[config.mk]
export PLATFORM = sky130hd
export DESIGN_NAME = rr_grant_scheduler
export DESIGN_NICKNAME = d
export VERILOG_FILES = /design/src/rtl/rr_grant_scheduler.sv
export SDC_FILE = /design/constraint.sdc
export NUM_CORES = 1
export LEC_CHECK = 0
export BUFFER_PORTS_ARGS = -buffer_cell sky130_fd_sc_hd__clkbuf_2
export CORE_AREA = 10 10 47 49
export DETAILED_ROUTE_END_ITERATION = 8
export DIE_AREA = 0 0 57 59
export PLACE_DENSITY_LB_ADDON = 0.08
export SETUP_SLACK_MARGIN = 0.3
export SLEW_MARGIN = 10
export SYNTH_ARGS = -nofsm -noshare
export SYNTH_HDL_FRONTEND = slang
export SYNTH_SLANG_ARGS = --single-unit
export TNS_END_PERCENT = 20
[constraint.sdc]
create_clock -name clk -period 2.4 [get_ports clk]
set_input_delay 0.24 -clock clk [delete_from_list [all_inputs] [get_ports clk]]
set_output_delay 0.24 -clock clk [all_outputs]
set_load 0.02 [all_outputs]
[src/rtl/rr_grant_scheduler.sv]
//
// rr_grant_scheduler
// ------------------
// Three-requester round-robin grant scheduler built around a small
// IDLE / GRANT / GAP state machine. A grant is held while its owner keeps
// requesting. Every release goes through a single-cycle GAP with all grants
// low. The next owner is chosen round-robin, starting after the
// last-served requester.
//
// Optional feature (compile-time macro HOLD_TIMEOUT_EN):
//   When defined, a grant that has lasted HOLD_MAX cycles is force-released
//   into GAP. `expired` pulses during that GAP cycle. When undefined, grants
//   are held indefinitely, `expired` is tied low and no hold counter exists.
//
// Parameters:
//   HOLD_MAX  maximum consecutive GRANT cycles (2..255), timeout build only
//
// Ports:
//   clk      in   clock, rising edge
//   resetn   in   synchronous active-low reset
//   r[3:1]   in   request vector, r[i] = requester i wants the resource
//   g[3:1]   out  grant vector, one-hot or zero, decoded from registered state
//   busy     out  high while in GRANT
//   expired  out  one-cycle pulse in the GAP that follows a timeout release
//
module rr_grant_scheduler #(
    parameter int HOLD_MAX = 8
) (
    input  logic       clk,
    input  logic       resetn,
    input  logic [3:1] r,
    output logic [3:1] g,
    output logic       busy,
    output logic       expired
);

    typedef enum logic [1:0] {
        IDLE  = 2'b00,
        GRANT = 2'b01,
        GAP   = 2'b10
    } state_e;

    // Elaboration-time guard on the hold limit.
    if (HOLD_MAX < 2 || HOLD_MAX > 255) begin : g_hold_max_range
        $error("rr_grant_scheduler: HOLD_MAX must be within 2..255");
    end

    // Kept as a plain vector so the unused encoding 2'b11 is representable
    // and can be recovered from.
    logic [1:0] state_r;
    logic [1:0] owner_r;   // requester index 1..3 currently granted
    logic [1:0] ptr_r;     // last-served requester index 1..3

`ifdef HOLD_TIMEOUT_EN
    localparam logic [7:0] HOLD_SAT  = 8'(HOLD_MAX);
    localparam logic [7:0] HOLD_LAST = 8'(HOLD_MAX - 1);

    logic [7:0] hold_cnt_r;   // GRANT cycles elapsed, 0 on the first one
    logic       expired_r;
    logic       timeout_s;
`endif

    logic [3:1] owner_oh_s;
    logic       owner_req_s;
    logic       req_any_s;
    logic [1:0] pick_s;

    // Index 1..3 to one-hot grant vector; any other index gives no grant.
    function automatic logic [3:1] idx_to_onehot(input logic [1:0] idx);
        logic [3:1] oh;
        case (idx)
            2'd1:    oh = 3'b001;
            2'd2:    oh = 3'b010;
            2'd3:    oh = 3'b100;
            default: oh = 3'b000;
        endcase
        return oh;
    endfunction

    // Round-robin pick: search last+1, last+2, last+3 with wrap 3->1.
    // Returns 0 when nothing is requested.
    function automatic logic [1:0] rr_pick(input logic [3:1] req,
                                           input logic [1:0] last);
        logic [1:0] first_idx;
        logic [1:0] second_idx;
        logic [1:0] third_idx;
        logic [1:0] pick;
        case (last)
            2'd1: begin
                first_idx  = 2'd2;
                second_idx = 2'd3;
                third_idx  = 2'd1;
            end
            2'd2: begin
                first_idx  = 2'd3;
                second_idx = 2'd1;
                third_idx  = 2'd2;
            end
            default: begin
                first_idx  = 2'd1;
                second_idx = 2'd2;
                third_idx  = 2'd3;
            end
        endcase
        if (|(req & idx_to_onehot(first_idx))) begin
            pick = first_idx;
        end else if (|(req & idx_to_onehot(second_idx))) begin
            pick = second_idx;
        end else if (|(req & idx_to_onehot(third_idx))) begin
            pick = third_idx;
        end else begin
            pick = 2'd0;
        end
        return pick;
    endfunction

    assign owner_oh_s  = idx_to_onehot(owner_r);
    assign owner_req_s = |(r & owner_oh_s);
    assign req_any_s   = |r;
    assign pick_s      = rr_pick(r, ptr_r);

`ifdef HOLD_TIMEOUT_EN
    // Counter reads HOLD_MAX-1 during the HOLD_MAX-th GRANT cycle.
    assign timeout_s = (hold_cnt_r >= HOLD_LAST);
    assign expired   = expired_r;
`else
    assign expired   = 1'b0;
`endif

    // Output decode from registered state only; illegal encodings grant nothing.
    always_comb begin
        g    = 3'b000;
        busy = 1'b0;
        if (state_r == GRANT) begin
            g    = owner_oh_s;
            busy = 1'b1;
        end else begin
            g    = 3'b000;
            busy = 1'b0;
        end
    end

    // Scheduler state machine: state, owner, round-robin pointer, hold timer.
    always_ff @(posedge clk) begin
        if (!resetn) begin
            state_r    <= IDLE;
            owner_r    <= 2'd0;
            ptr_r      <= 2'd3;
`ifdef HOLD_TIMEOUT_EN
            hold_cnt_r <= 8'd0;
            expired_r  <= 1'b0;
`endif
        end else begin
`ifdef HOLD_TIMEOUT_EN
            expired_r <= 1'b0;
`endif
            case (state_r)
                IDLE, GAP: begin
                    if (req_any_s) begin
                        state_r    <= GRANT;
                        owner_r    <= pick_s;
`ifdef HOLD_TIMEOUT_EN
                        hold_cnt_r <= 8'd0;
`endif
                    end else begin
                        state_r <= IDLE;
                    end
                end
                GRANT: begin
                    if (!owner_req_s) begin
                        // Voluntary release; GAP arbitrates with this new ptr.
                        state_r <= GAP;
                        ptr_r   <= owner_r;
`ifdef HOLD_TIMEOUT_EN
                    end else if (timeout_s) begin
                        state_r   <= GAP;
                        ptr_r     <= owner_r;
                        expired_r <= 1'b1;
`endif
                    end else begin
                        state_r <= GRANT;
                    end
`ifdef HOLD_TIMEOUT_EN
                    if (hold_cnt_r != HOLD_SAT) begin
                        hold_cnt_r <= hold_cnt_r + 8'd1;
                    end else begin
                        hold_cnt_r <= hold_cnt_r;
                    end
`endif
                end
                default: begin
                    // Unused encoding: recover to IDLE, pointer untouched.
                    state_r <= IDLE;
                end
            endcase
        end
    end

endmodule

# Word level (Yosys, flattened, before mapping)
# Cells that the tools add are included.
[totals] regBits=6 inputBits=5
[op_classes] eq_ne=16 n_mux=18 bitwise=5 n_reduce_logical=9
[op_table] cell="case mux 3 bit (3 select lines)" n=4
[op_table] cell="equality test 2 bit, second input constant" n=10
[op_table] cell="case mux 2 bit (2 select lines)" n=4
[op_table] cell="OR reduction 3 bit" n=5
[op_table] cell="bitwise AND 3 bit" n=4
[op_table] cell="equality test 2 x 1 -> 1 bit, second input constant" n=6
[op_table] cell="2-to-1 mux 3 bit" n=4
[op_table] cell="2-to-1 mux 2 bit" n=4
[op_table] cell="AND reduction 2 bit" n=2
[op_table] cell="zero test 2 bit" n=1
[op_table] cell="2-to-1 mux 1 bit" n=2
[op_table] cell="OR reduction 2 bit" n=1
[op_table] cell="NOT 1 bit" n=1

# Longest topological paths before layout
# Gate-level depths: netlist of run 1.
[logic_depth] ltp_word=16 mapped_depth=6 mapped_depth_nobuf=6

# Worst setup path after synthesis of run 1
# Ideal clock, no wire load.
[synth_path] kind="reg-to-reg" startpoint="register ptr_r[0]" endpoint="register owner_r[1]" setup_ns=0.116 arrival_ns=1.394 required_time_ns=2.284 slack_ns=0.890 path_stages_with_launch=7 path_cell_list="dfxtp_1 > inv_1 > ha_1 > a22o_1 > o21ai_0 > nand4_1 > a41o_1"
[synth_via] elab_chain_len=11 elab_cells_between_ends=29 classes_between="eq/ne: 11; mux: 12; bitwise: 3; reduce/logical: 3"
[synth_lines] element="start: declaration" line="52" text="logic [1:0] ptr_r;"
[synth_lines] element="start signal: assignment" line="173" text="ptr_r <= owner_r;"
[synth_lines] element="equality test 2 bit or equality test 2 x 1 -> 1 bit (tied branches)" line="88" text="case (last)"
[synth_lines] element="case mux 2 bit (2 select lines)" line="88"
[synth_lines] element="equality test 2 bit or equality test 2 x 1 -> 1 bit (tied branches)" line="71" text="case (idx)"
[synth_lines] element="case mux 3 bit (3 select lines)" line="71"
[synth_lines] element="2-to-1 mux 3 bit" line="107" text="end else if (|(req & idx_to_onehot(second_idx))) begin"
[synth_lines] element="2-to-1 mux 3 bit" line="105" text="if (|(req & idx_to_onehot(first_idx))) begin"
[synth_lines] element="bitwise AND 3 bit" line="109" text="end else if (|(req & idx_to_onehot(third_idx))) begin"
[synth_lines] element="OR reduction 3 bit" line="109"
[synth_lines] element="2-to-1 mux 2 bit" line="109"
[synth_lines] element="2-to-1 mux 2 bit" line="107"
[synth_lines] element="2-to-1 mux 2 bit *" line="105"
[synth_lines] element="end signal: assignment" line="161" text="owner_r <= pick_s;"
[synth_lines] element="end: declaration" line="51" text="logic [1:0] owner_r;"
# Mark *: on every way between the ends. The rest lies on a longest branch, timed or not. The select of a mux whose other input is x is not followed.
# A chain may end at the register's enable or synchronous reset.

# Worst setup path in the final report of run 1
# Same ends and word-level chain as after synthesis.

==> qor.yml, run 1 <==
status:
  status: "complete, no violations"
layout:
  antenna_cells: 0
  drive_gt1_share_pct: 25.8
  syn_to_final_growth_pct: 15.0
  final_common_cell: "nand2_1"
  layout_common_cells: "nand2_1 (9), clkbuf_2 (8), dfxtp_1 (6), nor2_1 (4), o21ai_0 (4)"
  nets: 76
drt:
  ant_nets: 0
  drt-total-wl_um: 1050
  drtIter0Drc: 6
  drc: 0
  vias_per_cell: 5.28
  drt-wirelength-per-cell_um: 12.7
  drt-pass1-iter-count: 4
  vias: 433
critical_path:
  crit_slowest_cell: "ha_1"
  path_cells: "inv_1 -> ha_1 -> a22o_1 -> o21ai_0 -> nand4_1 -> a41o_1"
  cp_data_required_time_ps: 2540
  crit_arrival_ps: 1780
  crit_path_max_fanout: 7
  crit_type: "reg -> reg"
  startpoint_type: "register"
  end_kind: "register"
  max_stage_delay_ps: 380
clocking:
  clock_latency_ps: 240
  cts_buffer_depth: 2
  cts.htree.levels: 1
  postCtsSetupBuffers: 0
  root_buffer: "clkbuf_4"
  post_cts_resize_count: 0
  cts_hold_buffers: 0
  clk_transition_reported_paths_ps: 50
  cts_tree: "yes"
  cts_buffers: 3
  clock_sinks: 6
placed_design:
  place.gp.congestion: 0.710
  hpwl_um: 811
  post-place-ws_ps: 757
  port_buffers: 8
sta:
  slew_violations: 0
  final_hold_viol_count: 0
  worst_clock_skew_ps: 4.04
  worst_slack_ps: 760
  finalCritPeriodShare_pct: 68.3
  fmax_mhz: 610
  min_period_ps: 1640
  finalSetupViolations: 0
  setup_tns_ps: 0
  rsz0062_at_grt: "no"
synthesis:
  synth_ff_type: "dfxtp_1"
  ys_warn_count: 0
  synth_cells: 57
  synth-edff-count: 0
  syn_area_um2: 468
  yosysSeqAreaShare_pct: 25.7
  synth_cell_types: 30
  synth-seq-cells: 6
  synth_nets: 65
  avgSynthCellArea_um2: 8.21
  async_reset_ff_share_pct: 0
job:
  drv_cap: 0
global_route:
  grt_pass1_vias: 405
  grt_pass1_wl_um: 1840
  grt_usage_pct: 6.83
  overflow: 0
  grt_antenna_before_repair: 0
  grt_max_degree: 10
min_path:
  hold_path.class: "in -> reg"
pwr:
  powerDensity_nw_per_um2: 691
  ir_drop_uv: 266
  p_leak_nw: 0.250
die:
  rows: 14
  ios: 10
  start_util_pct: 33.4
  die_y_um: 59
  design.die.area_um2: 3360
  core_area_um2: 1400
  die_x_um: 57
[worst max-delay path: cells and delay by family, from the launching register on]
family / cells / cell delay (ps)
compound gates: 3 / 630
flops: 1 / 350
buf+inv: 1 / 60
simple gates: 1 / 110
fa+ha+maj: 1 / 380
[logic make-up after synthesis]
kind of cell             count (synthesis)  share of synthesized area [%]
flip-flops                               6                           25.7
adder cells (fa/ha/maj)                  3                           8.02
buffers and inverters                    5                           5.08
multiplexers                             1                           3.21
other                                    1                          0.801
AO/OA/AOI/OAI                           17                           30.5
AND/OR/NAND/NOR                         24                           26.7
[sequential cells by signal (all words and copies together) (netlist names)]
name / cells
state_r: 2
owner_r: 2
ptr_r: 2
[cell type report]
cell class | instances | area [µm²]
fillers | 168 | 863
flip-flops and latches | 6 | 120
multi-input cells | 46 | 324
clock buffers | 3 | 22.5
repair buffers | 8 | 40.0
well taps | 16 | 20.0
inverters | 3 | 11.3
[through the flow]
| stage | instances | cell area [µm²] | utilization, % | hold WS (ps) | power, mW |
|---|---|---|---|---|---|
| 2_1_floorplan | 57 | 468 | - | 329 | 0.248 |
| 3_3_place_gp | 79 | 515 | 36.8 | 509 | 0.284 |
| 3_5_place_dp | 79 | 515 | 36.8 | 514 | 0.283 |
| 4_1_cts | 82 | 538 | 38.4 | 264 | 0.378 |
| 5_1_grt | 82 | 538 | 38.4 | 279 | 0.406 |
| 6_report | 82 | 538 | 38.4 | 264 | 0.372 |
[where the power goes]
part           leakage [nW]  switching [mW]  internal [mW]
registers            0.0498          0.0191          0.115
clock network        0.0138          0.0353         0.0565
logic                 0.186          0.0797         0.0657
total                 0.250           0.134          0.237
[path summary, 6_finish.rpt]
kind	cells past startpoint	end	from	slack (ps)
worst max-delay path	6	owner_r[1]	ptr_r[0]	760
worst min-delay path	2	ptr_r[1]	resetn	260
worst max register to register	6	owner_r[1]	ptr_r[0]	760
worst min register to register	2	ptr_r[0]	ptr_r[0]	550
[synthesized netlist by cell type, drive strengths merged (2+ instances only)]
| library cell | number | share of area [%] |
|---|---|---|
| and2 | 2 | 2.9 |
| nor2 | 4 | 3.2 |
| a21oi | 2 | 2.1 |
| dfxtp | 6 | 26 |
| nand4 | 2 | 2.7 |
| o21ai | 4 | 4.3 |
| inv | 3 | 2.4 |
| ha | 3 | 8.0 |
| buf | 2 | 2.7 |
| nand2 | 9 | 7.2 |
| o211ai | 2 | 3.2 |
| a221oi | 3 | 9.4 |
[per-layer routing]
layer	up-vias	part of all wire (%)	track usage [%]
li1	228	-	-
met5	-	0	0
met4	0	0	2.01
met1	194	50	8.33
met2	11	43	9.61
met3	0	6.0	4.29
Note: power is estimated with default switching activity, not from simulation.
==> run 2, diff against run 1 <==
==> constraint.sdc (replaced) <==
create_clock -name clk -period 1.6 [get_ports clk]
set_input_delay 0.16 -clock clk [delete_from_list [all_inputs] [get_ports clk]]
set_output_delay 0.16 -clock clk [all_outputs]
set_load 0.02 [all_outputs]
==> qor.yml, run 2 (synthesized netlist as in run 1, its figures left out) <==
status:
  status: "complete, no violations"
clocking:
  cts_hold_buffers: 0
  cts_buffers: 3
  cts_tree: "yes"
  clock_sinks: 6
  cts.htree.levels: 1
  cts_buffer_depth: 2
  root_buffer: "clkbuf_4"
  clock_latency_ps: 240
  clk_transition_reported_paths_ps: 40
die:
  ios: 10
  rows: 14
  die_x_um: 57
  design.die.area_um2: 3360
  start_util_pct: 33.4
  core_area_um2: 1400
  die_y_um: 59
critical_path:
  cp_top_family: "compound AO/OA/AOI/OAI gates"
  critical_path_buf_inv_count: 1
  crit_type: "reg -> reg"
  crit_arrival_ps: 1500
  path_cells: "inv_2 -> ha_4 -> a22o_1 -> o21ai_1 -> nand4_1 -> a41o_1"
  crit_slowest_cell: "dfxtp_2"
  crit_path_max_fanout: 7
  startpoint_type: "register"
  cp_data_required_time_ps: 1730
  end_kind: "register"
  max_stage_delay_ps: 330
global_route:
  grt_util_met2_pct: 9.46
  grt_usage_pct: 6.79
  grt_antenna_before_repair: 0
  grt_pass1_vias: 399
  grt_pass1_wl_um: 1840
  grtUsageMet1_pct: 8.21
  use_met3_pct: 3.22
  grt_max_degree: 10
  overflow: 0
  grt_busiest_layer: "met2"
placed_design:
  hpwl_um: 829
  post-place-ws_ps: 186
  port_buffers: 8
  place.gp.congestion: 0.707
layout:
  largestRegisters: "owner_r (2), ptr_r (2), state_r (2)"
  nets: 79
  antenna_cells: 0
  multiInputGateArea_um2: 358
  drive_gt1_share_pct: 39.1
  layout_common_cells: "nand2_1 (9), clkbuf_2 (8), nor2_1 (4), dfxtp_1 (4)"
  regArea_um2: 123
  nFillCells: 152
  syn_to_final_growth_pct: 27.5
  final_core_util_pct: 42.6
  final_common_cell: "nand2_1"
drt:
  drtIter0Drc: 9
  drc: 0
  drt-wirelength-per-cell_um: 12.5
  vias: 451
  drt-pass1-iter-count: 4
  ant_nets: 0
  vias_per_cell: 5.31
  drt-total-wl_um: 1070
min_path:
  hold_path.class: "in -> reg"
sta:
  setup_tns_ps: 0
  rsz0062_at_grt: "yes"
  fmax_mhz: 729
  finalSetupViolations: 0
  worst_slack_ps: 229
  final_hold_viol_count: 0
  worst_clock_skew_ps: 0.766
  slew_violations: 0
  min_period_ps: 1370
  finalCritPeriodShare_pct: 85.7
pwr:
  powerDensity_nw_per_um2: 1020
  p_total_mw: 0.612
  ir_drop_uv: 402
  p_leak_nw: 0.264
job:
  drv_cap: 0
## run 2: changes by cell type in the layout (fill, tap and decap cells not counted)
cell | before | now
o21ai_0 | 4 | 3
a221oi_1 | 2 | 1
dfxtp_2 | 0 | 2
ha_4 | 0 | 2
inv_1 | 3 | 2
a221oi_2 | 0 | 1
inv_2 | 0 | 1
ha_1 | 3 | 1
nand2b_2 | 0 | 1
o21ai_1 | 0 | 1
nand2b_1 | 1 | 0
buf_4 | 0 | 3
dfxtp_1 | 6 | 4
## run 2: area by class of cell
cell class,count,area share [%]
Inverter,3,1.89
Timing Repair Buffer,11,10.5
Sequential cell,6,20.5
Tap cell,16,3.35
Multi-Input combinational cell,46,60.0
Clock buffer,3,3.77
## run 2: worst paths after layout
kind,startpoint,to,slack [ps],cells past startpoint
hold reg to reg,ptr_r[0],ptr_r[0],520,2
hold / removal,resetn,ptr_r[0],180,2
setup / recovery,ptr_r[0],owner_r[1],230,6
setup reg to reg,ptr_r[0],owner_r[1],230,6
## run 2: worst reg2reg max path: stages, from the launching register on
cell and delay, ps:
dfxtp_2 330, inv_2 50, ha_4 240, a22o_1 230, o21ai_1 120, nand4_1 100, a41o_1 190
## run 2: power breakdown
group	switching, mW	internal, mW
clock	0.0528	0.0847
combinational	0.148	0.137
sequential	0.0147	0.174
total	0.216	0.396
## run 2: timing repair
item                                    CTS  global route
pin swaps                                 1             0
buffers inserted                          1             0
endpoints found under the setup margin    7             8
resized for setup                         2             2
hold endpoints to repair                  0             0
## run 2: through the flow
step                cells  cell area (µm²)  hold slack (ps)
floorplan              57              484              249
global placement       81              547              433
detailed placement     81              547              435
CTS                    85              581              184
global route           85              597              199
finish                 85              597              185
## run 2: per-layer routing
layer	routed length (µm)	part of all wire, %	up-vias
met3	64	6.0	0
met1	530	50	208
met4	0	0	0
li1	-	-	238
met2	472	44	5
met5	0	0	-
